[config.mk]
export PLATFORM = sky130hd
export DESIGN_NAME = idx_reg_bank
export DESIGN_NICKNAME = d
export VERILOG_FILES = /design/src/rtl/idx_pkg.sv /design/src/rtl/idx_phase_ctr.sv /design/src/rtl/idx_reg_bank.sv
export SDC_FILE = /design/constraint.sdc
export NUM_CORES = 1
export LEC_CHECK = 0
export CORE_ASPECT_RATIO = 0.7
export CORE_UTILIZATION = 50
export DETAILED_ROUTE_END_ITERATION = 8
export MAX_ROUTING_LAYER = met4
export PLACE_DENSITY = 0.83
export SYNTH_ARGS = -nofsm -noshare
export SYNTH_HDL_FRONTEND = slang
export SYNTH_SLANG_ARGS = --single-unit
export TNS_END_PERCENT = 50
[constraint.sdc]
create_clock -name CLK -period 2.08 [get_ports CLK]
set_clock_uncertainty 0.05 [all_clocks]
set_input_delay 0.208 -clock CLK [delete_from_list [all_inputs] [get_ports CLK]]
set_output_delay 0.208 -clock CLK [all_outputs]
set_load 0.005 [all_outputs]
[src/rtl/idx_pkg.sv]
// Shared phase constants and sizing helpers for the banked index register file.
package idx_pkg;
   localparam int NIB_DEF = 3;
   localparam int CYC     = NIB_DEF + 5;
   localparam int PH_A1   = 0;
   localparam int PH_M1   = NIB_DEF;
   localparam int PH_M2   = NIB_DEF + 1;

   function automatic int cyc_of(input int nib);
      return nib + 5;
   endfunction

   function automatic int ph_m1(input int nib);
      return nib;
   endfunction

   function automatic int ph_m2(input int nib);
      return nib + 1;
   endfunction

   // Banked registers are replicated, the rest are stored once.
   function automatic int phys_w(input int nreg, input int nbank, input int banked);
      return $clog2(nbank * banked + nreg - banked);
   endfunction
endpackage

[src/rtl/idx_phase_ctr.sv]
// Machine-cycle phase counter: sync restarts at phase 0, otherwise wraps at CYC-1.
module idx_phase_ctr #(
   parameter int CYC = 8,
   parameter int PW  = 3
) (
   input  logic          CLK,
   input  logic          RES_N,
   input  logic          sync,
   output logic [PW-1:0] phase
);
   always_ff @(posedge CLK or negedge RES_N) begin
      if (!RES_N)                       phase <= '0;
      else if (sync)                    phase <= '0;
      else if (phase == PW'(CYC - 1))   phase <= '0;
      else                              phase <= phase + 1'b1;
   end
endmodule

[src/rtl/idx_reg_bank.sv]
// Banked index register file with address-nibble mux and autonomous FIN fetch/load.
module idx_reg_bank
   import idx_pkg::*;
#(
   parameter int DW     = 4,
   parameter int NREG   = 16,
   parameter int NBANK  = 2,
   parameter int BANKED = 8,
   parameter int ADDR_W = 12,
   localparam int NIB   = ADDR_W / DW,
   localparam int IW    = $clog2(NREG),
   localparam int BW    = (NBANK > 1) ? $clog2(NBANK) : 1,
   localparam int PW    = $clog2(NIB + 5)
) (
   input  logic              CLK,
   input  logic              RES_N,
   input  logic              sync,
   input  logic [ADDR_W-1:0] pc,
   input  logic [ADDR_W-1:0] pc_plus_one,
   input  logic [DW-1:0]     DATA_I,
   input  logic [IW-1:0]     opr_idx,
   input  logic [2*DW-1:0]   imm_pair,
   input  logic              fim,
   input  logic              fin,
   input  logic              wr_alu,
   input  logic              wr_acc,
   input  logic [DW:0]       alu_res,
   input  logic [DW-1:0]     acc,
   input  logic              bank_we,
   input  logic [BW-1:0]     bank_in,
   output logic [DW-1:0]     rn,
   output logic [2*DW-1:0]   rp,
   output logic              rn_zero,
   output logic [DW-1:0]     addr_o,
   output logic              addr_valid,
   output logic [PW-1:0]     phase,
   output logic              fin_busy,
   output logic [BW-1:0]     bank
);
   localparam int NPHYS = NBANK * BANKED + NREG - BANKED;
   localparam int PIW   = phys_w(NREG, NBANK, BANKED);
   localparam logic [PW-1:0] M1 = PW'(ph_m1(NIB));
   localparam logic [PW-1:0] M2 = PW'(ph_m2(NIB));

   logic [NPHYS-1:0][DW-1:0] regs;
   logic                     fin_pend, fin_act;
   logic [BW-1:0]            fin_bank;
   logic [IW-1:0]            fin_dst;
   logic [IW-1:0]            idx_even, idx_odd;
   logic                     fin_ld_even, fin_ld_odd;
   logic                     unused_alu_carry;

   function automatic logic [PIW-1:0] pidx(input logic [IW-1:0] i, input logic [BW-1:0] b);
      if (int'(i) < BANKED) return PIW'(int'(b) * BANKED + int'(i));
      return PIW'(int'(i) + (NBANK - 1) * BANKED);
   endfunction

   idx_phase_ctr #(.CYC(cyc_of(NIB)), .PW(PW)) u_phase (
      .CLK   (CLK),
      .RES_N (RES_N),
      .sync  (sync),
      .phase (phase)
   );

   assign unused_alu_carry = alu_res[DW];
   assign idx_even    = {opr_idx[IW-1:1], 1'b0};
   assign idx_odd     = {opr_idx[IW-1:1], 1'b1};
   assign rn          = regs[pidx(opr_idx, bank)];
   assign rp          = {regs[pidx(idx_even, bank)], regs[pidx(idx_odd, bank)]};
   assign rn_zero     = (rn == '0);
   assign fin_busy    = fin_pend | fin_act;
   assign fin_ld_even = fin_act && (phase == M1);
   assign fin_ld_odd  = fin_act && (phase == M2);

   // During FIN the first two address nibbles come from the latched bank's R1:R0.
   always_comb begin
      addr_o     = '0;
      addr_valid = 1'b0;
      for (int k = 0; k < NIB; k++) begin
         if (phase == PW'(k)) begin
            addr_valid = 1'b1;
            if (!fin_act)    addr_o = pc[k*DW +: DW];
            else if (k == 0) addr_o = regs[pidx(IW'(1), fin_bank)];
            else if (k == 1) addr_o = regs[pidx(IW'(0), fin_bank)];
            else             addr_o = pc_plus_one[k*DW +: DW];
         end
      end
   end

   always_ff @(posedge CLK or negedge RES_N) begin
      if (!RES_N) begin
         regs <= '0;
      end else if (fim) begin
         regs[pidx(idx_even, bank)] <= imm_pair[2*DW-1:DW];
         regs[pidx(idx_odd, bank)]  <= imm_pair[DW-1:0];
      end else if (fin_ld_even) begin
         regs[pidx(fin_dst, fin_bank)] <= DATA_I;
      end else if (fin_ld_odd) begin
         regs[pidx(fin_dst | IW'(1), fin_bank)] <= DATA_I;
      end else if (wr_alu) begin
         regs[pidx(opr_idx, bank)] <= alu_res[DW-1:0];
      end else if (wr_acc) begin
         regs[pidx(opr_idx, bank)] <= acc;
      end
   end

   always_ff @(posedge CLK or negedge RES_N) begin
      if (!RES_N) begin
         bank     <= '0;
         fin_pend <= 1'b0;
         fin_act  <= 1'b0;
         fin_bank <= '0;
         fin_dst  <= '0;
      end else begin
         if (bank_we && int'(bank_in) < NBANK) bank <= bank_in;
         if (fin_ld_odd) fin_act <= 1'b0;
         if (sync && fin_pend) begin
            fin_act  <= 1'b1;
            fin_pend <= 1'b0;
         end
         if (fin && !fin_busy) begin
            fin_pend <= 1'b1;
            fin_dst  <= idx_even;
            fin_bank <= bank;
         end
      end
   end
endmodule

==> results.yml, run 1 <==
clocking:
  worstSkewPairLatency_ps: 360
  clock_path_buffers: 2
  h-tree-depth: 3
  cts_buffers: 9
  cts-root-buf: "clkbuf_16"
  cts_tree: "built"
  path_clk_slew_ps: 80
  clock-sinks: 106
die:
  rows: 37
  design.core.area_um2: 14800
  io_pins: 81
  start_util_pct: 51.4
  dieArea_um2: 15700
  die_y_um: 105
  die_w_um: 149
finish:
  layout.nets: 1022
  area_growth_pct: 54.8
  fin_cells: 1158
  fillers: 798
  layout-drive-gt1-share_pct: 56.3
  antenna_cells: 0
timing:
  finalSetupTns_ps: -20550
  final_hold_viol_count: 0
  finalMaxSlewViolations: 0
  finalWorstSetupSlack_ps: -528
  maxSlewHeadroom_pct: 62.0
  layout_min_cycle_time_ps: 2610
  rsz0062_at_grt: "true"
  tightest_slew_ps: 554
  fmaxAchievable_ghz: 0.383
  finalCritPeriodShare_pct: 125
  setup_viol: 109
synth:
  synth-edff-count: 0
  synth_seq_area_share_pct: 35.0
  synth_top_cell_area_share_pct: 35.0
  synth_seq_cells: 106
  async_flop_share_pct: 100
  synthMostInstantiatedCell: "mux2_2"
  synth_fp_nets: 786
  synth_warnings: 0
  netlist_instances: 722
  synth_area_um2: 7580
  synthTopCellsByCount: "mux2_2 (109), dfrtp_1 (106), o22ai_1 (95), nand2_1 (72), mux2i_1 (40)"
  ys.flop_type: "dfrtp_1"
  synthTopCellsByArea: "dfrtp_1 (35%), mux2_2 (16%), mux4_2 (8.3%)"
  synth_area_leader_cell: "dfrtp_1"
  netlist-cell-type-count: 47
  avgSynthCellArea_um2: 10.5
worst_setup_path:
  ff2ff_path_depth: 10
  crit_type: "flip-flop to output pin"
  required_ps: 1820
  end_kind: "output pin"
  cp_max_fo: 2
  start_kind: "flip-flop"
  worstPathArrival_ps: 2350
routing:
  drc_errors: 0
  wl_um: 35500
  highest_layer: "met4"
  avgViaCountPerCell: 7.46
  wl_met1_um: 12800
  ant_nets: 0
  wl_per_cell_um: 30.7
  drt-initial-drc-count: 1397
  wl_met3_um: 4900
  dr.pass1.iters: 6
  dr_wl_met2_um: 15300
  vias: 8636
status:
  status: "finished, violations left"
  violations: "setup timing"
grt:
  overflow: 0
  grt_max_degree: 48
  grt_pass1_wl_um: 48600
  grt_antenna_before_repair: 0
  grt_pass1_vias: 8106
  gr-usage-all-layers_pct: 43.1
min_path:
  hold_class: "primary input to asynchronous set/reset pin"
power_and_ir_drop:
  leakage_nw: 5.00
  p_per_area_nw_per_um2: 614
  design_power_total_mw: 7.21
  ir_drop_v: 0.000409
placed_design:
  port_buffers: 71
  placedCellCount: 1104
  dp_hpwl_um: 21200
  gp_congestion: 0.989
job:
  drv_cap: 0
## metal layers
| layer | vias to the layer above | track usage (%) |
|---|---|---|
| met2 | 885 | 62.4 |
| met3 | 284 | 14.3 |
| met1 | 4168 | 55.4 |
| met4 | 0 | 17.0 |
| met5 | - | - |
| li1 | 3299 | - |
## worst paths after layout
kind	startpoint	slack, ps	to
worst max-delay path	regs[13]	-530	rn_zero
worst max register to register	u_phase.phase[0]	-440	regs[33]
min in group CLK	opr_idx[1]	400	fin_dst[1]
worst min register to register	regs[82]	470	regs[82]
max in group asynchronous	RES_N	990	bank
worst min-delay path	RES_N	310	fin_pend
## layout by cell type (no fill, tap or decap), drive strengths merged, types with 18 or more instances in the layout
master and instances:
nand3 18, dfrtp 106, mux2 109, nor2 28, mux4 35, nand2 72
buf 223, mux2i 40, o22ai 95, o21ai 32, clkdlybuf4s50 47, a32oi 18
## stage by stage
step                util [%]  area [um^2]  hold slack [ps]  setup slack [ps]
global placement        65.7         9710              161             -1020
detailed placement      65.7         9710              170             -1040
finish                  79.5        11700              306              -528
floorplan                  -         7730             -138             -19.3
global route            79.5        11700              344              -557
CTS                     75.8        11200              337              -557
## cell type report
cell class	count	area [um^2]	area share (%)
inverters	6	22.5	0.192
flip-flops and latches	106	2660	22.6
repair buffers	279	2410	20.6
clock buffers	10	239	2.04
clock inverters	6	50.0	0.426
well taps	195	244	2.08
multi-input cells	556	6110	52.1
## logic make-up after synthesis
family	after synthesis	share of synthesized area [%]
AOI/OAI and AO/OA	195	17.0
adders and majority gates	6	0.990
buffers and inverters	60	3.53
DFF	106	35.0
muxes	184	32.2
and+or+nand+nor	171	11.3
## critical path: stages, from the launching register on
cell and delay, ps:
dfrtp_1 420, mux4_2 490, mux2_4 300, mux4_2 490
nor4_2 140, buf_2 150
## sequential cells by signal, summed over array words and instances, names as in the netlist
signal / cells
fin_dst: 3
u_phase.phase: 3
fin_pend: 1
regs: 96
fin_act: 1
bank: 1
fin_bank: 1
## where the power goes
| group | switching, mW | internal, mW | total [mW] |
|---|---|---|---|
| clock network | 0.895 | 0.864 | 1.76 |
| registers | 0.294 | 2.22 | 2.51 |
| logic | 1.63 | 1.31 | 2.94 |
## what timing repair did
| action | 4_1_cts | 5_1_grt |
|---|---|---|
| hold endpoints to repair | 35 | 0 |
| endpoints found under the setup margin | 114 | 113 |
| pin swaps | 46 | 30 |
| hold buffers | 1 | 0 |
| setup buffers | 29 | 7 |
| gates resized for setup | 305 | 125 |
| gates cloned | 4 | 3 |
No activity file was read; power rests on OpenSTA's default activity.
==> inputs of run 2 (changes only) <==
--- a/config.mk
+++ b/config.mk
@@ -5,7 +5,7 @@
 export SDC_FILE = /design/constraint.sdc
 export NUM_CORES = 1
 export LEC_CHECK = 0
-export CORE_ASPECT_RATIO = 0.7
+export CAP_MARGIN = 15
 export CORE_UTILIZATION = 50
 export DETAILED_ROUTE_END_ITERATION = 8
 export MAX_ROUTING_LAYER = met4
==> run 2 against run 1 <==
  * Sequential cell count stayed put
  * Sequential share of layout area is 0.64 points lower
  * Count of clock-buffer cells in the layout stayed put
  * Clock power is 7% higher
  * Register-to-register slack worse by 90 ps
  * Largest cell class unchanged
  * Global-route usage is 2.5 points higher
  * Setup slack worse by 110 ps
  * The run ends with DRC, setup timing left
  * Power is 3.4% higher
  * Final area is 2.8% higher
  * Final cell count is 0.52% higher
  * Critical endpoint unchanged
==> results.yml, run 2 (synthesized netlist as in run 1, its figures left out) <==
status:
  status: "finished, violations left"
  violations: "DRC, setup timing"
worst_setup_path:
  cp_max_fo: 2
  crit_start: "regs[45]"
  start_kind: "flip-flop"
  end_kind: "output pin"
  worstPathArrival_ps: 2460
  crit_type: "flip-flop to output pin"
  required_ps: 1820
  r2r_start: "u_phase.phase[0]"
grt:
  gr-usage-all-layers_pct: 45.5
  grt_pass1_vias: 8659
  overflow: 0
  grt_antenna_before_repair: 2
  grt_max_degree: 35
  grt_pass1_wl_um: 51400
finish:
  final_cell_area_um2: 12100
  final_common_cell: "buf_4"
  area_growth_pct: 59.1
  layout_common_cells: "buf_4 (157), dfrtp_1 (104), mux2_2 (61), nand2_1 (50), o22ai_1 (50)"
  seq_area_um2: 2660
  top_regs: "regs x96, fin_dst x3, u_phase.phase x3"
  top_register: "regs"
  multi_input_area_um2: 6080
  fillers: 667
  layout.nets: 1037
  largest_reg_flops: 96
  layout-drive-gt1-share_pct: 59.1
routing:
  drt-initial-drc-count: 1580
  dr_wl_met2_um: 16700
  dr.pass1.iters: 9
  wl_met1_um: 12300
  wl_um: 38300
  ant_nets: 0
  vias: 8953
  highest_layer: "met4"
  wl_per_cell_um: 32.9
  avgViaCountPerCell: 7.69
  drc_errors: 4
  wl_met3_um: 5170
clocking:
  h-tree-depth: 3
  cts-root-buf: "clkbuf_16"
  cts_tree: "built"
  path_clk_slew_ps: 80
  clock-sinks: 106
  clock_path_buffers: 2
  worstSkewPairLatency_ps: 380
  cts_buffers: 9
die:
  rows: 44
  die_w_um: 125
  design.core.area_um2: 14600
  dieArea_um2: 15700
  start_util_pct: 51.8
  io_pins: 81
  die_y_um: 125
timing:
  finalSetupTns_ps: -32410
  finalMaxSlewViolations: 0
  maxSlewHeadroom_pct: 46.7
  tightest_slew_ps: 797
  setup_viol: 114
  finalWorstSetupSlack_ps: -642
  layout_min_cycle_time_ps: 2720
  fmaxAchievable_ghz: 0.367
  finalCritPeriodShare_pct: 131
  final_hold_viol_count: 0
  rsz0062_at_grt: "true"
placed_design:
  place_area_um2: 9780
  dp_hpwl_um: 21400
  gp_congestion: 1.03
  port_buffers: 71
  pre_cts_ws_ps: -1060
power_and_ir_drop:
  leakage_nw: 5.10
  p_per_area_nw_per_um2: 618
  ir_drop_v: 0.000552
  design_power_total_mw: 7.46
job:
  drv_cap: 0
min_path:
  hold_class: "primary input to asynchronous set/reset pin"
==> run 2: path summary, 6_finish.rpt <==
check                           slack [ps]        to  depth (start not counted)
min in group CLK                       410  fin_pend                          3
worst min-delay path                   310  regs[23]                          2
worst max-delay path                  -640   rn_zero                          5
worst min register to register         480  regs[74]                          1
max in group asynchronous             1020  regs[59]                          3
worst max register to register        -530  regs[33]                         11
==> run 2: area by class of cell <==
class	count	share of cell area, %
multi-input cells	556	50.4
repair buffers	294	22.8
flip-flops and latches	106	22.0
clock buffers	10	1.98
well taps	184	1.91
clock inverters	6	0.653
inverters	6	0.207
diodes	2	0.0415
==> run 2: per-stage QoR <==
stage / utilization, % / instances / hold WS (ps)
after floorplan: - / 722 / -138
after global placement: 66.8 / 1090 / 167
after detailed placement: 66.8 / 1090 / 170
after CTS: 77.7 / 1146 / 329
after global routing: 82.4 / 1164 / 341
final: 82.4 / 1164 / 311
==> run 2: critical path, cell delays in order, from the launching register on <==
cell	delay, ps
dfrtp_1	470
mux4_2	500
mux2_4	290
mux4_2	500
nor4_2	160
buf_2	160
==> run 2: timing repair <==
item / CTS / global route
cloned: 7 / 0
buffers inserted: 38 / 17
endpoints found under the setup margin: 115 / 114
endpoints found under the hold margin: 31 / 0
hold buffers: 1 / 0
resized for setup: 320 / 114
pin swaps: 61 / 59
==> run 2: power breakdown <==
part           total (mW)  internal [mW]  switching [mW]
clock network        1.89          0.996           0.894
registers            2.48           2.21           0.265
logic                3.09           1.39            1.70
==> run 2: per-layer routing <==
layer / up-vias / track usage (%)
met3: 382 / 12.6
met5: - / -
met2: 958 / 68.6
li1: 3344 / -
met4: 0 / 34.7
met1: 4269 / 51.6
